==> config.mk <==
export PLATFORM = sky130hd
export DESIGN_NAME = puzzle_lock_ctrl
export DESIGN_NICKNAME = d
export VERILOG_FILES = /design/src/rtl/puzzle_lock_ctrl.sv
export SDC_FILE = /design/constraint.sdc
export NUM_CORES = 1
export LEC_CHECK = 0
export ABC_AREA = 1
export CAP_MARGIN = 10
export CORE_AREA = 5 5 180 182
export CTS_BUF_LIST = sky130_fd_sc_hd__clkbuf_16
export DETAILED_ROUTE_END_ITERATION = 10
export DIE_AREA = 0 0 185 187
export GPL_ROUTABILITY_DRIVEN = 1
export GPL_TIMING_DRIVEN = 0
export PLACE_DENSITY = 0.44
export REMOVE_ABC_BUFFERS = 1
export SLEW_MARGIN = 5
export SYNTH_ARGS = -nofsm -noshare
export SYNTH_HDL_FRONTEND = slang
export SYNTH_SLANG_ARGS = --single-unit
==> constraint.sdc <==
create_clock -name sysclk -period 2.8 [get_ports sysclk]
set_clock_uncertainty 0.2 [all_clocks]
set_input_delay 0.42 -clock sysclk [delete_from_list [all_inputs] [get_ports sysclk]]
set_output_delay 0.42 -clock sysclk [all_outputs]
set_load 0.02 [all_outputs]
==> src/rtl/puzzle_lock_ctrl.sv <==
// puzzle_lock_ctrl: switch-code puzzle lock. It has a BCD countdown, an attempt
// limit, a pass/fail glyph on the 8x8 matrix, a 4-digit 7-segment readout and
// a beeper.
// Ports:
//   sysclk, rst_n          clock, asynchronous active-low reset
//   check, restart         raw push buttons, active high
//   sw[SW_W]               raw switch word
//   state[2]               0 RUN, 1 PASS, 2 FAIL
//   enable, beep           matrix enable, beeper drive
//   set[3]                 matrix row select
//   DATA_R/G/B[8]          matrix columns, active low
//   seg[7], COM[4]         segments {a..g} and digit enables, active low
module puzzle_lock_ctrl #(
  parameter int unsigned                 SW_W      = 8,
  parameter int unsigned                 NUM_ANS   = 3,
  parameter logic [NUM_ANS*SW_W-1:0]     ANS_TABLE = {8'h5F, 8'h58, 8'hAC},
  parameter logic [SW_W-1:0]             SW_INV    = 8'hF0,
  parameter int unsigned                 START_MIN = 3,
  parameter int unsigned                 START_SEC = 59,
  parameter int unsigned                 MAX_TRY   = 3,
  parameter int unsigned                 TICK_DIV  = 50_000_000,
  parameter int unsigned                 SCAN_DIV  = 10_000,
  parameter int unsigned                 BEEP_CYC  = 5_000_000
) (
  input  logic            sysclk,
  input  logic            rst_n,
  input  logic            check,
  input  logic            restart,
  input  logic [SW_W-1:0] sw,
  output logic [1:0]      state,
  output logic            enable,
  output logic            beep,
  output logic [2:0]      set,
  output logic [7:0]      DATA_R,
  output logic [7:0]      DATA_G,
  output logic [7:0]      DATA_B,
  output logic [6:0]      seg,
  output logic [3:0]      COM
);

  localparam int unsigned TDW = (TICK_DIV > 1) ? $clog2(TICK_DIV) : 1;
  localparam int unsigned SDW = (SCAN_DIV > 1) ? $clog2(SCAN_DIV) : 1;
  localparam int unsigned BCW = $clog2(BEEP_CYC + 1);

  localparam logic [3:0]     MIN_INIT   = 4'(START_MIN);
  localparam logic [2:0]     SEC_T_INIT = 3'(START_SEC / 10);
  localparam logic [3:0]     SEC_U_INIT = 4'(START_SEC % 10);
  localparam logic [3:0]     TRY_INIT   = 4'(MAX_TRY);
  localparam logic [TDW-1:0] TICK_LAST  = TDW'(TICK_DIV - 1);
  localparam logic [SDW-1:0] SCAN_LAST  = SDW'(SCAN_DIV - 1);
  localparam logic [BCW-1:0] BEEP_LOAD  = BCW'(BEEP_CYC);

  typedef enum logic [1:0] {
    ST_RUN  = 2'd0,
    ST_PASS = 2'd1,
    ST_FAIL = 2'd2
  } state_e;

  // 7-segment pattern for a decimal digit, active low {a..g}
  function automatic logic [6:0] seg_enc(input logic [3:0] v);
    case (v)
      4'd0:    seg_enc = 7'h01;
      4'd1:    seg_enc = 7'h4F;
      4'd2:    seg_enc = 7'h12;
      4'd3:    seg_enc = 7'h06;
      4'd4:    seg_enc = 7'h4C;
      4'd5:    seg_enc = 7'h24;
      4'd6:    seg_enc = 7'h60;
      4'd7:    seg_enc = 7'h0D;
      4'd8:    seg_enc = 7'h00;
      4'd9:    seg_enc = 7'h0C;
      default: seg_enc = 7'h7F;
    endcase
  endfunction

  // Pass glyph row
  function automatic logic [7:0] circle_row(input logic [2:0] r);
    case (r)
      3'd0, 3'd7: circle_row = 8'hFF;
      3'd1, 3'd6: circle_row = 8'hC3;
      default:    circle_row = 8'hBD;
    endcase
  endfunction

  // Fail glyph row
  function automatic logic [7:0] cross_row(input logic [2:0] r);
    case (r)
      3'd0, 3'd7: cross_row = 8'h7E;
      3'd1, 3'd6: cross_row = 8'hBD;
      3'd2, 3'd5: cross_row = 8'hDB;
      default:    cross_row = 8'hE7;
    endcase
  endfunction

  // Synchronisers and edge detect; buttons reset as "pressed" so a button
  // held through reset must be released before it can generate a pulse.
  logic [2:0]      chk_sync_q, rst_sync_q;
  logic            chk_pulse_q, rst_pulse_q;
  logic [SW_W-1:0] sw_s1_q, sw_s2_q;

  always_ff @(posedge sysclk or negedge rst_n) begin
    if (!rst_n) begin
      chk_sync_q  <= 3'b111;
      rst_sync_q  <= 3'b111;
      chk_pulse_q <= 1'b0;
      rst_pulse_q <= 1'b0;
      sw_s1_q     <= '0;
      sw_s2_q     <= '0;
    end else begin
      chk_sync_q  <= {chk_sync_q[1:0], check};
      rst_sync_q  <= {rst_sync_q[1:0], restart};
      chk_pulse_q <= chk_sync_q[1] & ~chk_sync_q[2];
      rst_pulse_q <= rst_sync_q[1] & ~rst_sync_q[2];
      sw_s1_q     <= sw;
      sw_s2_q     <= sw_s1_q;
    end
  end

  // Answer match against every table entry
  logic match_c;
  always_comb begin
    match_c = 1'b0;
    for (int unsigned k = 0; k < NUM_ANS; k++) begin
      if ((sw_s2_q ^ SW_INV) == ANS_TABLE[k*SW_W +: SW_W]) match_c = 1'b1;
    end
  end

  state_e         state_q, state_d;
  logic [3:0]     min_q, min_d, sec_u_q, sec_u_d, tries_q, tries_d;
  logic [2:0]     sec_t_q, sec_t_d;
  logic [TDW-1:0] tick_cnt_q, tick_cnt_d;
  logic [SDW-1:0] scan_cnt_q, scan_cnt_d;
  logic [BCW-1:0] beep_cnt_q, beep_cnt_d;
  logic [2:0]     row_q, row_d;
  logic [1:0]     dig_q, dig_d;
  logic           tick_c, scan_c, timer_zero_c, beep_load;
  logic [7:0]     data_r_d, data_g_d;
  logic [6:0]     seg_d;
  logic [3:0]     com_d;

  assign tick_c       = (tick_cnt_q == TICK_LAST);
  assign scan_c       = (scan_cnt_q == SCAN_LAST);
  assign timer_zero_c = (min_q == 4'd0) && (sec_t_q == 3'd0) && (sec_u_q == 4'd0);

  // Game FSM: next state, timer, tries, dividers and beep counter
  always_comb begin
    state_d    = state_q;
    min_d      = min_q;
    sec_t_d    = sec_t_q;
    sec_u_d    = sec_u_q;
    tries_d    = tries_q;
    beep_load  = 1'b0;
    tick_cnt_d = tick_c ? '0 : tick_cnt_q + TDW'(1);
    beep_cnt_d = (beep_cnt_q != '0) ? beep_cnt_q - BCW'(1) : beep_cnt_q;

    if (rst_pulse_q) begin
      state_d    = ST_RUN;
      min_d      = MIN_INIT;
      sec_t_d    = SEC_T_INIT;
      sec_u_d    = SEC_U_INIT;
      tries_d    = TRY_INIT;
      tick_cnt_d = '0;
      beep_cnt_d = '0;
    end else if (state_q == ST_RUN) begin
      if (chk_pulse_q && match_c) begin
        // A correct answer wins over a coincident final tick
        state_d   = ST_PASS;
        beep_load = 1'b1;
      end else begin
        if (chk_pulse_q) begin
          tries_d   = tries_q - 4'd1;
          beep_load = 1'b1;
          if (tries_q == 4'd1) state_d = ST_FAIL;
        end
        if (tick_c) begin
          if (timer_zero_c) begin
            state_d   = ST_FAIL;
            beep_load = 1'b1;
          end else if (state_d == ST_RUN) begin
            // BCD decrement with borrow chain su -> st -> min
            if (sec_u_q != 4'd0) begin
              sec_u_d = sec_u_q - 4'd1;
            end else begin
              sec_u_d = 4'd9;
              if (sec_t_q != 3'd0) begin
                sec_t_d = sec_t_q - 3'd1;
              end else begin
                sec_t_d = 3'd5;
                if (min_q != 4'd0) min_d = min_q - 4'd1;
              end
            end
          end
        end
      end
    end

    if (beep_load) beep_cnt_d = BEEP_LOAD;
  end

  // Scan position: digit always cycles; matrix row only runs outside RUN
  always_comb begin
    scan_cnt_d = scan_c ? '0 : scan_cnt_q + SDW'(1);
    dig_d      = scan_c ? dig_q + 2'd1 : dig_q;
    row_d      = row_q;
    if (rst_pulse_q || (state_q == ST_RUN)) row_d = 3'd0;
    else if (scan_c)                        row_d = row_q + 3'd1;
  end

  // Display data from next-cycle values so row/digit and content stay aligned
  always_comb begin
    data_r_d = 8'hFF;
    data_g_d = 8'hFF;
    if (state_d == ST_PASS) data_g_d = circle_row(row_d);
    if (state_d == ST_FAIL) data_r_d = cross_row(row_d);
    com_d = ~(4'b0001 << dig_d);
    case (dig_d)
      2'd0:    seg_d = seg_enc(min_d);
      2'd1:    seg_d = seg_enc({1'b0, sec_t_d});
      2'd2:    seg_d = seg_enc(sec_u_d);
      default: seg_d = seg_enc(tries_d);
    endcase
  end

  // State and counter registers
  always_ff @(posedge sysclk or negedge rst_n) begin
    if (!rst_n) begin
      state_q    <= ST_RUN;
      min_q      <= MIN_INIT;
      sec_t_q    <= SEC_T_INIT;
      sec_u_q    <= SEC_U_INIT;
      tries_q    <= TRY_INIT;
      tick_cnt_q <= '0;
      scan_cnt_q <= '0;
      beep_cnt_q <= '0;
      row_q      <= 3'd0;
      dig_q      <= 2'd0;
    end else begin
      state_q    <= state_d;
      min_q      <= min_d;
      sec_t_q    <= sec_t_d;
      sec_u_q    <= sec_u_d;
      tries_q    <= tries_d;
      tick_cnt_q <= tick_cnt_d;
      scan_cnt_q <= scan_cnt_d;
      beep_cnt_q <= beep_cnt_d;
      row_q      <= row_d;
      dig_q      <= dig_d;
    end
  end

  // Output registers
  logic       enable_q, beep_q;
  logic [7:0] data_r_q, data_g_q, data_b_q;
  logic [6:0] seg_q;
  logic [3:0] com_q;

  always_ff @(posedge sysclk or negedge rst_n) begin
    if (!rst_n) begin
      enable_q <= 1'b1;
      beep_q   <= 1'b0;
      data_r_q <= 8'hFF;
      data_g_q <= 8'hFF;
      data_b_q <= 8'hFF;
      seg_q    <= 7'h7F;
      com_q    <= 4'hF;
    end else begin
      enable_q <= 1'b1;
      beep_q   <= (beep_cnt_d != '0);
      data_r_q <= data_r_d;
      data_g_q <= data_g_d;
      data_b_q <= 8'hFF;
      seg_q    <= seg_d;
      com_q    <= com_d;
    end
  end

  assign state  = state_q;
  assign enable = enable_q;
  assign beep   = beep_q;
  assign set    = row_q;
  assign DATA_R = data_r_q;
  assign DATA_G = data_g_q;
  assign DATA_B = data_b_q;
  assign seg    = seg_q;
  assign COM    = com_q;

endmodule
**Yosys cells after proc, flatten, opt, wreduce, memory -nomap -nowiden**

Memories as Yosys holds them, arrays and structs flattened.
Index checks and enable logic that the tools add are counted.

- Flip-flop bits (word level): 137
- Memory bits (read-only): 392
- Input bits: 12
- Memories kept: 4
- Logic and storage cells: 136
- Output and inout port bits: 42

Memory list:

| memory | words | bits a word | rd ports | clocked after Yosys merged registers in | wr ports | line | text |
|---|---|---|---|---|---|---|---|
| (name not given) | 16 | 7 | 1 | 0 | 0 | 61 | `case (v)` |
| (name not given) | 16 | 7 | 1 | 0 | 0 | 61 |  |
| (name not given) | 16 | 7 | 1 | 0 | 0 | 61 |  |
| (name not given) | 8 | 7 | 1 | 0 | 0 | 61 |  |

- Shift operators: 1
- Reduce and logical (&&, ||, !) cells: 19
- Muxes and demuxes: 61
- Bitwise logic cells: 6
- $add $sub $neg: 9
- Equality and inequality tests: 15

Operators with widths:

| cell | number |
|---|---|
| $mux W4 | 20 |
| $mux W23 | 3 |
| $mux W26 | 2 |
| $reduce_bool A23 Y1 | 2 |
| $mux W3 | 10 |
| $add A26 B1 Y26 const B | 1 |
| $eq A26 B26 Y1 const B | 1 |
| $pmux W8 S3 | 1 |
| $sub A23 B1 Y23 const B | 1 |
| $mux W2 | 11 |
| $pmux W7 S3 | 1 |
| $eq A8 B7 Y1 const B | 2 |
| $mux W8 | 2 |
| $add A14 B1 Y14 const B | 1 |
| $eq A14 B14 Y1 const B | 1 |
| $mux W14 | 1 |
| $pmux W7 S2 | 1 |
| $sub A4 B1 Y4 const B | 3 |
| $eq A3 B3 Y1 const B | 3 |
| $mux W1 | 9 |
| $eq A8 B8 Y1 const B | 1 |
| $logic_not A4 Y1 | 2 |
| $not A4 Y4 | 2 |
| $reduce_bool A4 Y1 | 2 |
| other kinds (17) | 28 |

**Depth between registers and ports, before layout**

Gate-level depths: netlist of run 1.
An unclocked memory read counts as a cell.

- Depth after elaboration: 18
- Mapped depth: 22
- Gate-level depth less buffers: 22

**Worst setup path before layout of run 1**

No wires, ideal clock.

- Path type: reg-to-reg
- Start: register tries_q[1]
- End: register seg_q[3], in the netlist seg[3]
- Period minus slack after synthesis: 2711 ps
- Cell stages (with the launch flop): 18
- Required time: 2517 ps
- Arrival: 2428 ps
- Buffers on the path: 0
- Setup slack: 89 ps
- Setup time: 83 ps
- Cell sequence: dfstp_2 > inv_1 > ha_1 > inv_1 > nor2_1 > nand2_1 > nand3_1 > nor2_1 > nand3_2 > nor2_8 > nor2_1 > nor2_1 > inv_1 > ha_1 > nor2_1 > nor2_1 > nor2_1 > nand3_1

- Cells in the longest elaborated chain, start to end: 15
- Elaborated cells between the ends (all ways): 35
- Those cells by class: 1 x add/sub; 1 x eq/ne; 28 x mux; 1 x reduce/logical; 4 x memory

RTL lines:

| element | line | text |
|---|---|---|
| start: declaration | 129 | `logic [3:0] min_q, min_d, sec_u_q, sec_u_d, tries_q, tries_d;` |
| start signal: assignment | 242 | `tries_q <= tries_d;` |
| $eq A4 B1 Y1 | 173 | `if (tries_q == 4'd1) state_d = ST_FAIL;` |
| $mux W2 | 173 |  |
| $mux W2 | 170 | `if (chk_pulse_q) begin` |
| $mux W2 | 165 | `if (chk_pulse_q && match_c) begin` |
| $mux W2 | 164 | `end else if (state_q == ST_RUN) begin` |
| $mux W2 | 156 | `if (rst_pulse_q) begin` |
| $logic_not A2 Y1 | 179 | `end else if (state_d == ST_RUN) begin` |
| $mux W3 | 179 |  |
| $mux W3 | 176 | `if (timer_zero_c) begin` |
| $mux W3 | 175 | `if (tick_c) begin` |
| $mux W3 | 165 |  |
| $mux W3 | 164 |  |
| $mux W3 | 156 |  |
| net sec_t_d[0] | 130 | `logic [2:0] sec_t_q, sec_t_d;` |
| $mem_v2 Z8 W7 | n/a |  |
| $pmux W7 S3 | 216 | `case (dig_d)` |
| net seg_d[3] | 138 | `logic [6:0] seg_d;` |
| end signal: assignment | 272 | `seg_q <= seg_d;` |
| end: declaration | 254 | `logic [6:0] seg_q;` |

The timed path passes the listed nets, and every way through them passes these cells. The select of a mux whose other input is x is not followed.

**Final worst setup path of run 1**

- Start: register tries_q[1]
- End: register seg_q[6], in the netlist seg[6]

- Cells in the longest elaborated chain, start to end: 15
- Elaborated cells between the ends (all ways): 35
- Those cells by class: 1 x add/sub; 1 x eq/ne; 28 x mux; 1 x reduce/logical; 4 x memory

RTL lines:

| element | line |
|---|---|
| $eq A4 B1 Y1 | 173 |
| $mux W2 | 173 |
| $mux W2 | 170 |
| $mux W2 | 165 |
| $mux W2 | 164 |
| $mux W2 | 156 |
| $logic_not A2 Y1 | 179 |
| $mux W4 | 179 |
| $mux W4 | 176 |
| $mux W4 | 175 |
| $mux W4 | 165 |
| $mux W4 | 164 |
| $mux W4 | 156 |
| net min_d[0] | 129 |
| $mem_v2 Z16 W7 | n/a |
| $pmux W7 S3 | 216 |
| net seg_d[6] | 138 |

The timed path passes the listed nets, and every way through them passes these cells. The select of a mux whose other input is x is not followed.

==> run_results.csv, run 1 <==
group,metric,value,unit
clock_tree,clkTransAtPathRegs,0.06,ns
setup_path,cpPeakStageDelay,0.55,ns
timing,fin_crit,2.77,ns
timing,max_freq,361,MHz
detailed_routing,drc,0,
clock_tree,clock_latency,0.42,ns
place,numPortBuffers,42,
synthesis,yosysWarnings,0,
power_and_ir_drop,power.leakage,4.62,nW
detailed_routing,vias,6372,
timing,layout_setup_ws,0.0271,ns
timing,relSlewSlack,48.6,%
layout,area_growth,29.5,%
place,dp_hpwl,13000,um
global_routing,grt_max_degree,79,
setup_path,crit_slowest_cell,"dfstp_2",
worst_hold_path,hp-class,"flip-flop to flip-flop",
place,routabilityCongestion,0.818,
floorplanning,ios,54,
layout,filler_cell_count,3284,
timing,worstMarginPinSlew,0.769,ns
floorplanning,dieArea,34600,um^2
clock_tree,cts.sinks,127,
timing,finalHoldViolCount,0,
synthesis,synth_cells,987,
synthesis,yosysSeqAreaShare,42.7,%
status,status,"completed",
timing,report.final.slew_viol_count,0,
synthesis,async_reset_ff_share,100,%
layout,fin_util,32.0,%
detailed_routing,viasPerCell,4.27,
floorplanning,core_area,30400,um^2
place,dp_worst_setup_slack,-0.630,ns
detailed_routing,drtIter0Drc,245,
setup_path,r2r_start,"tries_q[1]",
setup_path,critPathKind,"flip-flop to flip-flop",
setup_path,cp-start-kind,"flip-flop",
detailed_routing,detail_route.wl_per_cell,12.4,um
global_routing,overflow,0,
floorplanning,fp.dieH,187,um
layout,drive_above_1_share,22.3,%
setup_path,cp-end-kind,"flip-flop",
power_and_ir_drop,ir_drop,0.336,mV
synthesis,yosysUniqueCellTypes,42,
layout,final_nets,1125,
clock_tree,cts_tree,"yes",
synthesis,syn_area,7530,um^2
timing,setup-violations-final,0,
global_routing,grt_usage,11.0,%
clock_tree,cts_buffers,17,
timing,fin_crit_sh,99.0,%
layout,final_cell_mix,"nand2_1 (220), nor2_1 (144), inv_1 (117), dfrtp_1 (94), nand3_1 (66)",
setup_path,cp.buffers_inverters,5,
setup_path,worst-endpoint-arrival,2.87,ns
synthesis,synth-edff-count,0,
floorplanning,initial_core_util,24.7,%
setup_path,crit_required,2.90,ns
clock_tree,h-tree-depth,4,
timing,rsz0062_at_grt,"true",
floorplanning,rows,64,
floorplanning,dieWidth,185,um
clock_tree,cts_buffer_depth,2,
clock_tree,root_buffer,"clkbuf_16",
synthesis,synth_flop_cell,"dfrtp_1",
setup_path,cp_top_family,"simple AND/OR/NAND/NOR gates",
synthesis,avgSynthCellArea,7.63,um^2
setup_path,path_common_cell,"inv_2",
detailed_routing,wl,18600,um
layout,antenna_cells,0,
layout,final_common_cell,"nand2_1",
global_routing,grt_pass1_wl,31400,um
setup_path,path_cells,"inv_2 > ha_4 > inv_4 > nor2_4 > nand2_4 > nand3_4 > nor2_4 > nand3_4 > nor2_8 > nand2_4 > nand2_4 > inv_2 > nor2_4 > inv_2 > ha_4 > inv_2 > nand2_2 > nand2_1 > nand2_1 > nand2_1 > nand4_1",
power_and_ir_drop,p_per_area,592,nW/um^2
setup_path,crit_start,"tries_q[1]",
detailed_routing,first_pass_iters,4,
synthesis,synth_seq_cells,127,
global_routing,first_global_vias,6516,
detailed_routing,antenna_left,0,
worst_hold_path,hp-start,"sw_s1_q[4]",
global_routing,antenna_found_initial,0,
job,cap_violations,0,
setup_path,crit_fanout,5,
## through the flow
stage	hold slack (ns)	instance area, um^2	cells	total power, W	setup TNS [ns]
3_3_place_gp	0.136	8300	1406	0.00331	-511.10
2_1_floorplan	-0.0756	7380	968	0.00298	0
6_report	0.150	9750	1493	0.00577	0
5_1_grt	0.164	9750	1493	0.00614	-0.877
4_1_cts	0.153	9320	1468	0.00577	-0.0889
3_5_place_dp	0.138	8320	1407	0.00330	-3.93
## where the power goes
part           total (W)  switching, W  internal, W  leakage, nW
Sequential       0.00215      0.000148      0.00200         1.57
Combinational    0.00128      0.000798     0.000482         2.74
Clock            0.00235      0.000980      0.00136        0.306
## cells by family (layout without fill, tap and decap cells)
kind of cell	Yosys count	count (layout)	share of synthesized area, %
AOI/OAI and AO/OA	64	64	4.80
xor gates and xnor gates	32	32	3.82
adders and majority gates	29	29	4.82
buffers and inverters	172	272	9.65
DFF	127	127	42.7
other	1	11	0.0498
and+or+nand+nor	562	562	34.1
## Yosys cell counts, types with 2 or more instances
library cell / n / share of area, %
a211oi_1: 4 / 0.40
a21oi_1: 24 / 1.6
buf_4: 21 / 2.1
clkbuf_1: 7 / 0.35
dfrtp_1: 96 / 32
dfstp_2: 31 / 11
ha_1: 29 / 4.8
inv_1: 129 / 6.4
inv_2: 12 / 0.60
nand2_1: 232 / 12
nand2_2: 12 / 1.0
nand2_4: 4 / 0.60
nand3_1: 73 / 4.9
nand3_2: 11 / 1.5
nand3b_1: 3 / 0.30
nand4_1: 18 / 1.5
nor2_1: 157 / 7.8
nor2_2: 8 / 0.66
nor2_4: 9 / 1.3
nor3_1: 21 / 1.4
nor3b_1: 3 / 0.30
nor4_1: 5 / 0.42
o21a_1: 2 / 0.20
o21ai_0: 22 / 1.5
o21ai_1: 6 / 0.40
o21ai_2: 2 / 0.23
or2_2: 2 / 0.17
xnor2_1: 11 / 1.3
xor2_1: 20 / 2.3
## sequential cells by signal, indices dropped and copies added, names as in the netlist, 7 cells and up
signal and flops:
tick_cnt_q 26, beep_cnt_q 23, scan_cnt_q 14, sw_s1_q 8, sw_s2_q 8, seg 7
## repair_timing
| action | 4_1_cts | 5_1_grt |
|---|---|---|
| hold endpoints to repair | 37 | 0 |
| gates cloned | 1 | 0 |
| pin swaps | 17 | 24 |
| hold buffers | 1 | 0 |
| endpoints found under the setup margin | 10 | 15 |
| gates resized for setup | 49 | 58 |
| buffers inserted | 28 | 25 |
## cell type report
cell class,count,area [um^2],area share [%]
timing repair buffer,96,888,9.11
multi-input combinational,698,3980,40.8
inverter,143,546,5.60
tap,396,495,5.08
timing repair inverter,1,7.51,0.0770
sequential,127,3220,33.0
clock buffer,17,425,4.36
clock inverter,15,190,1.95
## path summary, 6_finish.rpt
path	endpoint	slack, ns	depth (start not counted)
max in group asynchronous	sec_t_q[2]	1.25	3
min reg2reg	sw_s2_q[4]	0.15	0
max	seg[6]	0.03	21
min	sw_s2_q[4]	0.15	0
min in group asynchronous	beep_cnt_q[0]	0.32	2
max reg2reg	seg[6]	0.03	21
## layer usage
| metal | share of wire [%] | vias up | global-route usage [%] |
|---|---|---|---|
| li1 | - | 3265 | - |
| met1 | 46 | 3008 | 14.1 |
| met2 | 50 | 82 | 18.8 |
| met3 | 3.4 | 17 | 2.59 |
| met4 | 1.2 | 0 | 2.77 |
| met5 | 0 | - | 0 |
Note: power is estimated with default switching activity, not from simulation.
==> run 2, diff against run 1 <==
- GPL_ROUTABILITY_DRIVEN: 1 -> 0
- SLEW_MARGIN: 5 -> 25
- TNS_END_PERCENT: unset -> 10
==> run 2 against run 1 <==
Die area unchanged. Clock power shrank 5%. Register-to-register slack barely moved. Worst hold slack barely moved. Clock-buffer cell count is the same. Combinational power fell by 5%. Wire length shrank 2.1%. Worst setup slack improved by 0.0044 ns. Critical endpoint unchanged. Largest cell class unchanged. Highest routed layer unchanged.
==> run_results.csv, run 2 (synthesis gave the netlist of run 1 again) <==
group,metric,value,unit
status,status,"completed",
setup_path,r2r_start,"tries_q[1]",
clock_tree,clock_latency,0.43,ns
timing,relSlewSlack,46.3,%
setup_path,crit_required,2.91,ns
layout,final_cell_mix,"nand2_1 (223), nor2_1 (149), inv_1 (116), dfrtp_1 (94), nand3_1 (68)",
layout,top_regs,"tick_cnt_q x26, beep_cnt_q x23, scan_cnt_q x14",
place,numPortBuffers,42,
timing,worstMarginPinSlew,0.802,ns
setup_path,crit_slowest_cell,"dfstp_2",
power_and_ir_drop,p_per_area,593,nW/um^2
global_routing,antenna_found_initial,0,
layout,antenna_cells,0,
layout,final_nets,1101,
timing,fin_crit,2.77,ns
clock_tree,h-tree-depth,4,
power_and_ir_drop,ir_drop,0.336,mV
timing,max_freq,361,MHz
floorplanning,core_area,30400,um^2
detailed_routing,detail_route.wl_per_cell,12.4,um
floorplanning,fp.dieH,187,um
setup_path,worstRegToRegCells,21,
global_routing,grt_usage,10.7,%
clock_tree,cts_buffer_depth,2,
setup_path,crit_start,"tries_q[1]",
detailed_routing,vias,6246,
setup_path,cp-start-kind,"flip-flop",
setup_path,cp-end-kind,"flip-flop",
global_routing,grt_pass1_wl,30400,um
place,dp_hpwl,13000,um
layout,area_growth,25.6,%
layout,largest_register,"tick_cnt_q",
clock_tree,clkTransAtPathRegs,0.07,ns
job,cap_violations,0,
setup_path,cpPeakStageDelay,0.55,ns
layout,drive_above_1_share,19.9,%
setup_path,timing.rr.end,"seg[6]",
detailed_routing,drc,0,
clock_tree,cts_tree,"yes",
worst_hold_path,hp-class,"flip-flop to flip-flop",
timing,rsz0062_at_grt,"true",
clock_tree,cts.sinks,127,
floorplanning,dieArea,34600,um^2
detailed_routing,viasPerCell,4.25,
layout,largest_register_ffs,26,
setup_path,worst-endpoint-arrival,2.88,ns
floorplanning,ios,54,
floorplanning,rows,64,
setup_path,critPathKind,"flip-flop to flip-flop",
worst_hold_path,hp-start,"sw_s1_q[4]",
timing,setup_tns,0,ns
detailed_routing,wl,18200,um
floorplanning,dieWidth,185,um
clock_tree,cts_buffers,17,
detailed_routing,drtIter0Drc,272,
detailed_routing,first_pass_iters,5,
global_routing,grt_max_degree,79,
place,dp_cells,1407,
layout,final_common_cell,"nand2_1",
detailed_routing,antenna_left,0,
floorplanning,initial_core_util,24.7,%
worst_hold_path,hold_path_end,"sw_s2_q[4]",
setup_path,crit_fanout,6,
timing,finalHoldViolCount,0,
setup_path,path_cells,"inv_2 > ha_4 > inv_2 > nor2_4 > nand2_4 > nand3_4 > nor2_4 > nand3_4 > nor2_8 > nand2_4 > nand2_2 > inv_2 > nor2_4 > inv_2 > ha_4 > inv_2 > nand2_2 > nand2_1 > nand2_1 > nand2_1 > nand4_1",
timing,fin_crit_sh,98.9,%
clock_tree,root_buffer,"clkbuf_16",
power_and_ir_drop,power.leakage,4.48,nW
worst_hold_path,holdPathStages,0,
timing,holdWs,0.151,ns
setup_path,ff2ff_setup_slack,0.03,ns
global_routing,first_global_vias,6353,
timing,setup-violations-final,0,
setup_path,path_common_cell,"inv_2",
timing,report.final.slew_viol_count,0,
layout,stdcell_count,1469,
global_routing,overflow,0,
run 2: cell count changes in the layout (fill, tap and decap cells not counted), sizes merged:
cell,before,now
inv,152,153
buf,54,31
bufinv,2,0
clkinvlp,2,1
clkinv,3,4
run 2: per-stage QoR:
| step | power, W | area, um^2 | util, % | setup slack [ns] |
|---|---|---|---|---|
| after global routing | 0.00596 | 9460 | 31.1 | -0.0991 |
| after global placement | 0.00331 | 8300 | 27.3 | -4.43 |
| after CTS | 0.00560 | 9080 | 29.9 | -0.0634 |
| after floorplan | 0.00298 | 7380 | - | 0.0892 |
| after detailed placement | 0.00330 | 8330 | 27.4 | -0.389 |
| final | 0.00561 | 9460 | 31.1 | 0.0315 |
run 2: report_power, final:
group / internal (W) / leakage (nW) / total (W) / switching (W)
registers: 0.00200 / 1.57 / 0.00215 / 0.000150
logic: 0.000443 / 2.61 / 0.00122 / 0.000773
clock network: 0.00120 / 0.289 / 0.00224 / 0.00104
run 2: worst max path at each step:
stage	endpoint	slack, ns	cells past startpoint
after floorplan	seg[3]	0.09	17
after global placement	scan_cnt_q[8]	-4.43	1
after detailed placement	seg[3]	-0.39	17
after CTS	seg[0]	-0.06	19
after global routing	seg[3]	-0.1	19
final	seg[6]	0.03	21
run 2: timing repair:
item,4_1_cts,5_1_grt
pin swaps,10,39
buffers inserted,9,20
endpoints found under the setup margin,9,20
endpoints found under the hold margin,37,0
hold buffers,1,0
gates resized for setup,24,64
gates cloned,0,0
run 2: worst max-delay path: cells and delay by family (launching register included):
family	cells	cell delay (ns)
adder cells (fa/ha/maj)	2	0.31
buffers and inverters	5	0.25
flip-flops	1	0.55
AND/OR/NAND/NOR	14	1.33
run 2: metal layers:
metal	wire length, um	global-route usage [%]	vias to the layer above
li1	-	-	3215
met1	8550	13.8	2934
met2	8830	17.9	84
met3	571	2.47	13
met4	210	2.91	0
met5	0	0	-
run 2: final cells by class:
type	count	area [um^2]
sequential	127	3220
tap	396	495
fill	3330	21000
inverter	143	547
clock inverter	15	161
clock buffer	17	425
multi-input combinational	698	3910
timing repair buffer	73	696
==> run 3, diff against run 2 <==
- RECOVER_POWER: unset -> 50
==> run 3 against run 2 <==
Sequential cell count is the same. Critical path type unchanged. Clock power is essentially flat. Final area shrank 0.28%. Total power shrank 0.13%. Worst setup slack gained 0.0012 ns. Clock-buffer cell count is the same. Sequential share of layout area grew 0.095 points. Register-to-register slack is essentially flat. Worst hold slack is the same.
==> run_results.csv, run 3 (synthesis gave the netlist of run 1 again) <==
group,metric,value,unit
clock_tree,cts_tree,"yes",
power_and_ir_drop,p_per_area,594,nW/um^2
detailed_routing,vias,6252,
setup_path,path_cells,"inv_2 > ha_4 > inv_2 > nor2_4 > nand2_4 > nand3_4 > nor2_4 > nand3_4 > nor2_8 > nand2_4 > nand2_2 > inv_2 > nor2_4 > inv_2 > ha_4 > inv_2 > nand2_2 > nand2_1 > nand2_1 > nand2_1 > nand4_1",
clock_tree,root_buffer,"clkbuf_16",
setup_path,crit_required,2.91,ns
power_and_ir_drop,ir_drop,0.336,mV
detailed_routing,drc,0,
timing,max_freq,361,MHz
timing,fin_crit,2.77,ns
setup_path,r2r_start,"tries_q[1]",
layout,final_cell_mix,"nand2_1 (223), nor2_1 (149), inv_1 (116), dfrtp_1 (94), nand3_1 (68)",
setup_path,crit_cells,21,
setup_path,cp_top_family,"simple AND/OR/NAND/NOR gates",
setup_path,ff2ff_setup_slack,0.03,ns
place,dp_hpwl,13000,um
layout,largest_register,"tick_cnt_q",
detailed_routing,wl,18200,um
floorplanning,rows,64,
layout,multi_input_area,3910,um^2
timing,layout_setup_ws,0.0327,ns
power_and_ir_drop,p_seq_share,38.4,%
layout,final_common_cell,"nand2_1",
setup_path,cp.buffers_inverters,5,
place,dp_worst_setup_slack,-0.389,ns
layout,stdcell_count,1469,
clock_tree,clkTransAtPathRegs,0.07,ns
global_routing,grt_max_degree,79,
timing,holdWs,0.151,ns
detailed_routing,viasPerCell,4.26,
timing,report.final.slew_viol_count,0,
layout,antenna_cells,0,
setup_path,path_common_cell,"inv_2",
floorplanning,fp.dieH,187,um
place,numPortBuffers,42,
floorplanning,ios,54,
clock_tree,clock_latency,0.43,ns
timing,rsz0062_at_grt,"true",
power_and_ir_drop,p_sw_share,35.0,%
setup_path,worst-endpoint-arrival,2.88,ns
worst_hold_path,hp-class,"flip-flop to flip-flop",
job,cap_violations,0,
power_and_ir_drop,power_frac_comb,21.6,%
layout,filler_cell_count,3333,
layout,top_regs,"tick_cnt_q x26, beep_cnt_q x23, scan_cnt_q x14",
status,status,"completed",
setup_path,crit_slowest_cell,"dfstp_2",
setup_path,crit_start,"tries_q[1]",
place,dp_cells,1407,
timing,fin_crit_sh,98.8,%
layout,largest_register_ffs,26,
global_routing,antenna_found_initial,0,
timing,worstMarginPinSlew,1.34,ns
setup_path,cp-start-kind,"flip-flop",
floorplanning,initial_core_util,24.7,%
layout,drive_above_1_share,19.9,%
power_and_ir_drop,internal-power,0.00364,W
power_and_ir_drop,p_sw,0.00196,W
clock_tree,cts_buffers,17,
timing,relSlewSlack,10.7,%
setup_path,worstRegToRegCells,21,
layout,seq_area,3220,um^2
global_routing,grt_pass1_wl,30400,um
layout,final_nets,1101,
setup_path,cpPeakStageDelay,0.55,ns
detailed_routing,drtIter0Drc,272,
timing,setup-violations-final,0,
setup_path,endpoint,"seg[6]",
setup_path,crit_fanout,6,
detailed_routing,antenna_left,0,
floorplanning,dieArea,34600,um^2
floorplanning,dieWidth,185,um
detailed_routing,first_pass_iters,5,
clock_tree,h-tree-depth,4,
clock_tree,cts.sinks,127,
global_routing,grt_usage,10.7,%
global_routing,overflow,0,
clock_tree,cts_buffer_depth,2,
power_and_ir_drop,power.leakage,4.47,nW
setup_path,timing.rr.end,"seg[6]",
global_routing,first_global_vias,6353,
timing,finalHoldViolCount,0,
power_and_ir_drop,clkPwrFrac,40.0,%
detailed_routing,detail_route.wl_per_cell,12.4,um
setup_path,critPathKind,"flip-flop to flip-flop",
floorplanning,core_area,30400,um^2
setup_path,cp-end-kind,"flip-flop",
layout,area_growth,25.2,%
run 3: cell types whose count changed in the layout (fill, tap and decap cells not counted):
| cell | change |
|---|---|
| buf_8 | -1 |
| clkbuf_2 | +1 |
| clkdlybuf4s50_1 | -10 |
| buf_16 | -1 |
| buf_6 | +1 |
| dlygate4sd3_1 | +10 |
run 3: metal layers:
layer	share of wire (%)	wire (um)	vias to the layer above	GRT usage (%)
li1	-	-	3215	-
met1	47	8560	2940	13.8
met2	49	8830	84	17.9
met3	3.1	569	13	2.47
met4	1.2	210	0	2.91
met5	0	0	-	0
run 3: worst min path at each step:
stage	start	end	slack [ns]	cells past startpoint
after CTS	sw_s1_q[3]	sw_s2_q[3]	0.15	0
final	sw_s1_q[4]	sw_s2_q[4]	0.15	0
after global routing	chk_sync_q[0]	chk_sync_q[1]	0.16	0
after detailed placement	sw_s1_q[3]	sw_s2_q[3]	0.14	0
after global placement	sw_s1_q[2]	sw_s2_q[2]	0.14	0
after floorplan	rst_n	beep	-0.08	0
run 3: repair_timing:
| item | 4_1_cts | 5_1_grt |
|---|---|---|
| hold endpoints to repair | 37 | 0 |
| setup buffers | 9 | 20 |
| hold buffers | 1 | 0 |
| pin swaps | 10 | 39 |
| gates resized for setup | 24 | 64 |
| setup endpoints to repair | 9 | 20 |
run 3: power groups by stage:
stage | sequential [W] | combinational, W | clock (W)
2_1_floorplan | 0.00214 | 0.000838 | 0
3_3_place_gp | 0.00217 | 0.00114 | 0
3_5_place_dp | 0.00217 | 0.00113 | 0
4_1_cts | 0.00214 | 0.00116 | 0.00231
5_1_grt | 0.00217 | 0.00139 | 0.00239
6_report | 0.00215 | 0.00121 | 0.00224
run 3: area by class of cell:
| cell class | instances | share of cell area [%] |
|---|---|---|
| multi-input combinational | 698 | 41.5 |
| timing repair buffer | 73 | 7.10 |
| tap | 396 | 5.25 |
| clock buffer | 17 | 4.51 |
| inverter | 143 | 5.80 |
| clock inverter | 15 | 1.71 |
| sequential | 127 | 34.1 |
run 3: metrics by stage:
step                utilization, %  cell area (um^2)  TNS (ns)  total power [W]
detailed placement            27.4              8330     -1.63          0.00330
floorplan                        -              7380         0          0.00298
CTS                           29.9              9080    -0.192          0.00560
global route                  31.0              9430    -0.819          0.00596
global placement              27.3              8300   -511.10          0.00331
finish                        31.0              9430         0          0.00560
